[src/rtl/prog_counter8_ctrl.sv]
// Command-driven sequencer and checker for the 8-bit programmable counter.
// Latency: LOAD 3 cycles, STEP N+2 cycles, READ SETTLE+1 cycles, each plus the response handshake.
// Backpressure: one command in flight; cmd_ready only in IDLE; the response is held until rsp_ready.
module prog_counter8_ctrl #(
  parameter int unsigned SETTLE = 2
) (
  input  logic       clk,
  input  logic       rst,
  input  logic       cmd_valid,
  output logic       cmd_ready,
  input  logic [1:0] cmd_op,
  input  logic [7:0] cmd_arg,
  output logic       rsp_valid,
  input  logic       rsp_ready,
  output logic [7:0] rsp_data,
  output logic       rsp_err,
  output logic       ctr_en,
  output logic       ctr_load,
  output logic       ctr_up,
  output logic       ctr_oe,
  output logic [7:0] ctr_pval,
  input  logic [7:0] ctr_cnt,
  input  logic [7:0] ctr_status,
  output logic [7:0] wrap_total
);

  localparam logic [1:0] OP_LOAD = 2'b00;
  localparam logic [1:0] OP_UP   = 2'b01;
  localparam logic [1:0] OP_DOWN = 2'b10;

  typedef enum logic [2:0] {
    ST_IDLE,
    ST_LOAD,
    ST_LOAD_CHK,
    ST_STEP,
    ST_STEP_TAIL,
    ST_READ_WAIT,
    ST_RESP
  } state_t;

  state_t     state;
  logic [1:0] op_q;
  logic [4:0] arg_lo;       // only the low bits are needed after acceptance (status readback check)
  logic [7:0] model;        // shadow of the count the counter should hold
  logic [8:0] steps_left;   // 9 bits so an argument of 0 can mean 256 steps
  logic [3:0] settle_left;
  logic [8:0] wrap_exp;     // wraps predicted from the model for this command
  logic [8:0] wrap_obs;     // wrap pulses seen on the status pins for this command

  // Carry/borrow is not checked; the wrap pulse already covers the boundary crossing.
  logic status_unused;
  assign status_unused = ctr_status[6];

  // Count wrap pulses including the current cycle's pulse, for the final comparison in STEP_TAIL.
  logic [8:0] wrap_obs_final;
  assign wrap_obs_final = wrap_obs + {8'd0, ctr_status[7]};

  // Command FSM: sequences the counter pins, updates the shadow model and builds the response.
  always_ff @(posedge clk or posedge rst) begin
    if (rst) begin
      state       <= ST_IDLE;
      cmd_ready   <= 1'b1;
      rsp_valid   <= 1'b0;
      rsp_data    <= 8'h00;
      rsp_err     <= 1'b0;
      ctr_en      <= 1'b0;
      ctr_load    <= 1'b0;
      ctr_up      <= 1'b0;
      ctr_oe      <= 1'b0;
      ctr_pval    <= 8'h00;
      wrap_total  <= 8'h00;
      op_q        <= OP_LOAD;
      arg_lo      <= 5'd0;
      model       <= 8'h00;
      steps_left  <= 9'd0;
      settle_left <= 4'd0;
      wrap_exp    <= 9'd0;
      wrap_obs    <= 9'd0;
    end else begin
      // Wrap pulses lag the enabled edges by one cycle, so the window is all STEP cycles plus STEP_TAIL.
      if ((state == ST_STEP || state == ST_STEP_TAIL) && ctr_status[7]) begin
        wrap_obs <= wrap_obs + 9'd1;
        if (wrap_total != 8'hFF) wrap_total <= wrap_total + 8'h01;
      end

      case (state)
        ST_IDLE: begin
          if (cmd_valid) begin
            cmd_ready <= 1'b0;
            op_q      <= cmd_op;
            arg_lo    <= cmd_arg[4:0];
            rsp_err   <= 1'b0;
            wrap_exp  <= 9'd0;
            wrap_obs  <= 9'd0;
            case (cmd_op)
              OP_LOAD: begin
                ctr_load <= 1'b1;
                ctr_pval <= cmd_arg;
                model    <= cmd_arg;
                state    <= ST_LOAD;
              end
              OP_UP, OP_DOWN: begin
                ctr_en     <= 1'b1;
                ctr_up     <= (cmd_op == OP_UP);
                steps_left <= (cmd_arg == 8'h00) ? 9'd256 : {1'b0, cmd_arg};
                state      <= ST_STEP;
              end
              default: begin
                ctr_oe      <= 1'b1;
                settle_left <= 4'(SETTLE);
                state       <= ST_READ_WAIT;
              end
            endcase
          end
        end

        ST_LOAD: begin
          ctr_load <= 1'b0;
          state    <= ST_LOAD_CHK;
        end

        ST_LOAD_CHK: begin
          rsp_err   <= !ctr_status[5] || (ctr_status[4:0] != arg_lo);
          rsp_data  <= model;
          rsp_valid <= 1'b1;
          state     <= ST_RESP;
        end

        ST_STEP: begin
          if (op_q == OP_UP) begin
            if (model == 8'hFF) wrap_exp <= wrap_exp + 9'd1;
            model <= model + 8'h01;
          end else begin
            if (model == 8'h00) wrap_exp <= wrap_exp + 9'd1;
            model <= model - 8'h01;
          end
          if (steps_left == 9'd1) begin
            ctr_en <= 1'b0;
            ctr_up <= 1'b0;
            state  <= ST_STEP_TAIL;
          end else begin
            steps_left <= steps_left - 9'd1;
          end
        end

        ST_STEP_TAIL: begin
          rsp_err   <= (wrap_obs_final != wrap_exp);
          rsp_data  <= model;
          rsp_valid <= 1'b1;
          state     <= ST_RESP;
        end

        ST_READ_WAIT: begin
          if (settle_left <= 4'd1) begin
            ctr_oe    <= 1'b0;
            rsp_data  <= ctr_cnt;
            rsp_err   <= (ctr_cnt != model);
            rsp_valid <= 1'b1;
            state     <= ST_RESP;
          end else begin
            settle_left <= settle_left - 4'd1;
          end
        end

        ST_RESP: begin
          if (rsp_ready) begin
            rsp_valid <= 1'b0;
            cmd_ready <= 1'b1;
            state     <= ST_IDLE;
          end
        end

        default: begin
          state <= ST_IDLE;
        end
      endcase
    end
  end

endmodule
[config.mk]
export PLATFORM = sky130hd
export DESIGN_NAME = prog_counter8_ctrl
export DESIGN_NICKNAME = d
export VERILOG_FILES = /design/src/rtl/prog_counter8_ctrl.sv
export SDC_FILE = /design/constraint.sdc
export NUM_CORES = 1
export LEC_CHECK = 0
export ABC_AREA = 0
export CORE_MARGIN = 2
export CORE_UTILIZATION = 50
export CTS_CLUSTER_SIZE = 20
export DETAILED_ROUTE_END_ITERATION = 12
export GPL_ROUTABILITY_DRIVEN = 0
export GPL_TIMING_DRIVEN = 0
export PLACE_DENSITY = 0.73
export SYNTH_ARGS = -nofsm -noshare
export SYNTH_HDL_FRONTEND = slang
export SYNTH_SLANG_ARGS = --single-unit
[constraint.sdc]
create_clock -name clk -period 2.4 [get_ports clk]
set_input_delay 0.36 -clock clk [delete_from_list [all_inputs] [get_ports clk]]
set_output_delay 0.36 -clock clk [all_outputs]
set_load 0.005 [all_outputs]
==> out/metrics.yaml <==
grt_first_pass_wirelength_mm: 18.7
synth_cell_type_count: 54
fp.coreArea_mm2: 0.00915
dieArea_mm2: 0.0101
io_buffer_count: 59
whs_ns: 0.430
grt-ovfl-total: 0
relSlewSlack: 0.587
synthesis.area_mm2: 0.00466
vias: 3912
ys.flop_type: "dfrtp_1"
layout_commonest_cell: "dfrtp_1"
worstPathRequired_ns: 2.64
clk_latency_ns: 0.35
fill_cells: 795
final_cell_mix: "dfrtp_1, clkdlybuf4s50_1, nand2_1"
yosys.area.top_type: "dfrtp_1"
final-hold-violation-count: 0
worstPathArrival_ns: 2.48
worstSetupEndpointType: "flip-flop"
multi_input_area_mm2: 0.00247
die_w_um: 101
final-seq-area_mm2: 0.00200
final_util: 0.620
h-tree-depth: 3
start_kind: "flip-flop"
ios: 61
clock.fmax_mhz: 447
post-dp-hpwl_mm: 8.09
yosys.area.top_type_share: 0.424
rsz0062_at_grt: "false"
regToRegSetupSlack_ns: 0.16
ir_drop_v: 0.000638
synth_edf_count: 0
clk_path_buf_depth: 2
detail-route-antenna-nets: 0
ys_top_cells_by_area: "dfrtp_1, ha_1, xnor2_1, nand2_1, xor2_1"
status: "finished, final reports clean"
wl_mm: 11.1
grt_pass1_vias: 3832
drive_gt1_frac: 0.0892
root_buffer: "clkbuf_8"
wl_per_cell_um: 15.9
worstMarginPinSlew_ns: 0.615
fin_nets: 627
post_synth.cell_area_avg_um2: 9.21
slew_viol_final: 0
setup_viol: 0
cap_violations: 0
ys_seq_area_frac: 0.430
numCtsBuffers: 9
track_usage: 0.232
firstDrtPassIters: 5
p_leak_nw: 2.45
min_period_ns: 2.24
vias_per_cell: 5.64
critPathKind: "reg2reg"
cts.clk_slew.worst_paths_ns: 0.09
num_antenna_cells: 0
timing.rr.start: "op_q[1]"
die_h_um: 101
synth-seq-cells: 80
rr_worst_depth: 9
min_period_over_period: 0.932
clock_skew_ns: 0.0104
antenna_found_initial: 0
drtIter0Drc: 247
start_util: 0.509
grt_max_degree: 29
cts.sinks: 80
cts_tree: "yes"
synthCells: 506
crit_fanout: 11
syn-num-nets: 555
ys_warn_count: 0
drc: 0
rows: 35
synthArstFlopShare: 1.00
min_path_type: "in2async"
reg2reg_to: "model[7]"
area_delta_synth_final_pct: 21.9
powerDensity_mw_per_mm2: 1150
-- power breakdown --
group | switching, mW | internal [mW]
combinational | 1.55 | 1.53
sequential | 0.469 | 1.86
clock | 0.529 | 0.588
-- flip-flops by register name (all words and copies together), names as in the netlist, 2 cells and up --
signal / cells
model: 8
ctr_pval: 8
wrap_total: 8
wrap_exp: 9
arg_lo: 5
steps_left: 9
state: 3
settle_left: 4
wrap_obs: 9
op_q: 2
rsp_data: 8
-- synthesized netlist by cell type (all sizes together) (7+ instances only) --
cell type and n:
a21oi 34, a31oi 14, and2 7, and3 10, buf 14, clkbuf 12
dfrtp 79, ha 18, inv 15, mux2 9, nand2 57, nand3 10
nand4 14, nor2 49, nor3 9, nor4 10, o21ai 33, xnor2 25
xor2 23
-- metrics by stage --
stage	instances	setup slack, ns	setup TNS, ns	instance area [um2]	power, mW
finish	694	0.163	0	5680	6.53
global route	694	0.0116	0	5680	7.04
detailed placement	678	-0.245	-1.94	5430	5.32
global placement	676	-0.242	-1.05	5390	5.21
floorplan	506	0.203	0	4660	4.29
CTS	694	0.0243	0	5650	6.45
-- cells by family (layout without fill, tap and decap cells) --
logic type                 count (synthesis)  count (layout)  share of synthesized area
muxes                                     10              10                     0.0247
and+or+nand+nor                          191             191                      0.202
DFF                                       80              80                      0.430
xor gates and xnor gates                  48              48                     0.0902
buffers and inverters                     41             118                     0.0443
AOI/OAI and AO/OA                        117             117                      0.156
adders and majority gates                 19              19                     0.0526
-- layer usage --
metal | up-vias | GRT usage | wire, um
met5 | - | 0 | 0
met1 | 1889 | 0.340 | 5220
met2 | 90 | 0.364 | 5240
met4 | 0 | 0.0485 | 106
met3 | 13 | 0.0402 | 475
li1 | 1920 | - | -
-- repair_timing --
item / in CTS / in global routing
hold buffers: 0 / 0
endpoints found under the hold margin: 0 / 0
setup endpoints to repair: 1 / 2
resized for setup: 1 / 7
setup buffers: 0 / 0
cloned: 0 / 0
pin swaps: 0 / 1
-- area by class of cell --
| cell class | count | area share |
|---|---|---|
| Clock inverter | 7 | 0.0167 |
| Inverter | 15 | 0.0110 |
| Multi-Input combinational cell | 385 | 0.436 |
| Sequential cell | 80 | 0.353 |
| Tap cell | 111 | 0.0245 |
| Buffer | 26 | 0.0264 |
| Timing Repair Buffer | 61 | 0.111 |
| Clock buffer | 9 | 0.0218 |
-- worst max-delay path by stage --
| stage | start | end | slack, ns | depth (start not counted) |
|---|---|---|---|---|
| 3_5_place_dp | ctr_status[7] | rsp_err | -0.25 | 9 |
| 6_report | op_q[1] | model[7] | 0.16 | 9 |
| 4_1_cts | op_q[1] | model[7] | 0.02 | 9 |
| 3_3_place_gp | ctr_status[7] | rsp_err | -0.24 | 9 |
| 2_1_floorplan | op_q[0] | model[7] | 0.20 | 9 |
| 5_1_grt | op_q[1] | model[7] | 0.01 | 9 |
-- critical path: stages (launching register included) --
cell and delay [ns]:
dfrtp_1 0.41, nor2b_4 0.17, inv_4 0.09, ha_1 0.29, a21oi_2 0.19, o21ai_2 0.11, a2111oi_4 0.41, a211oi_1 0.09
nand3b_1 0.16, or2_1 0.22
No activity file was read; power rests on OpenSTA's default activity.
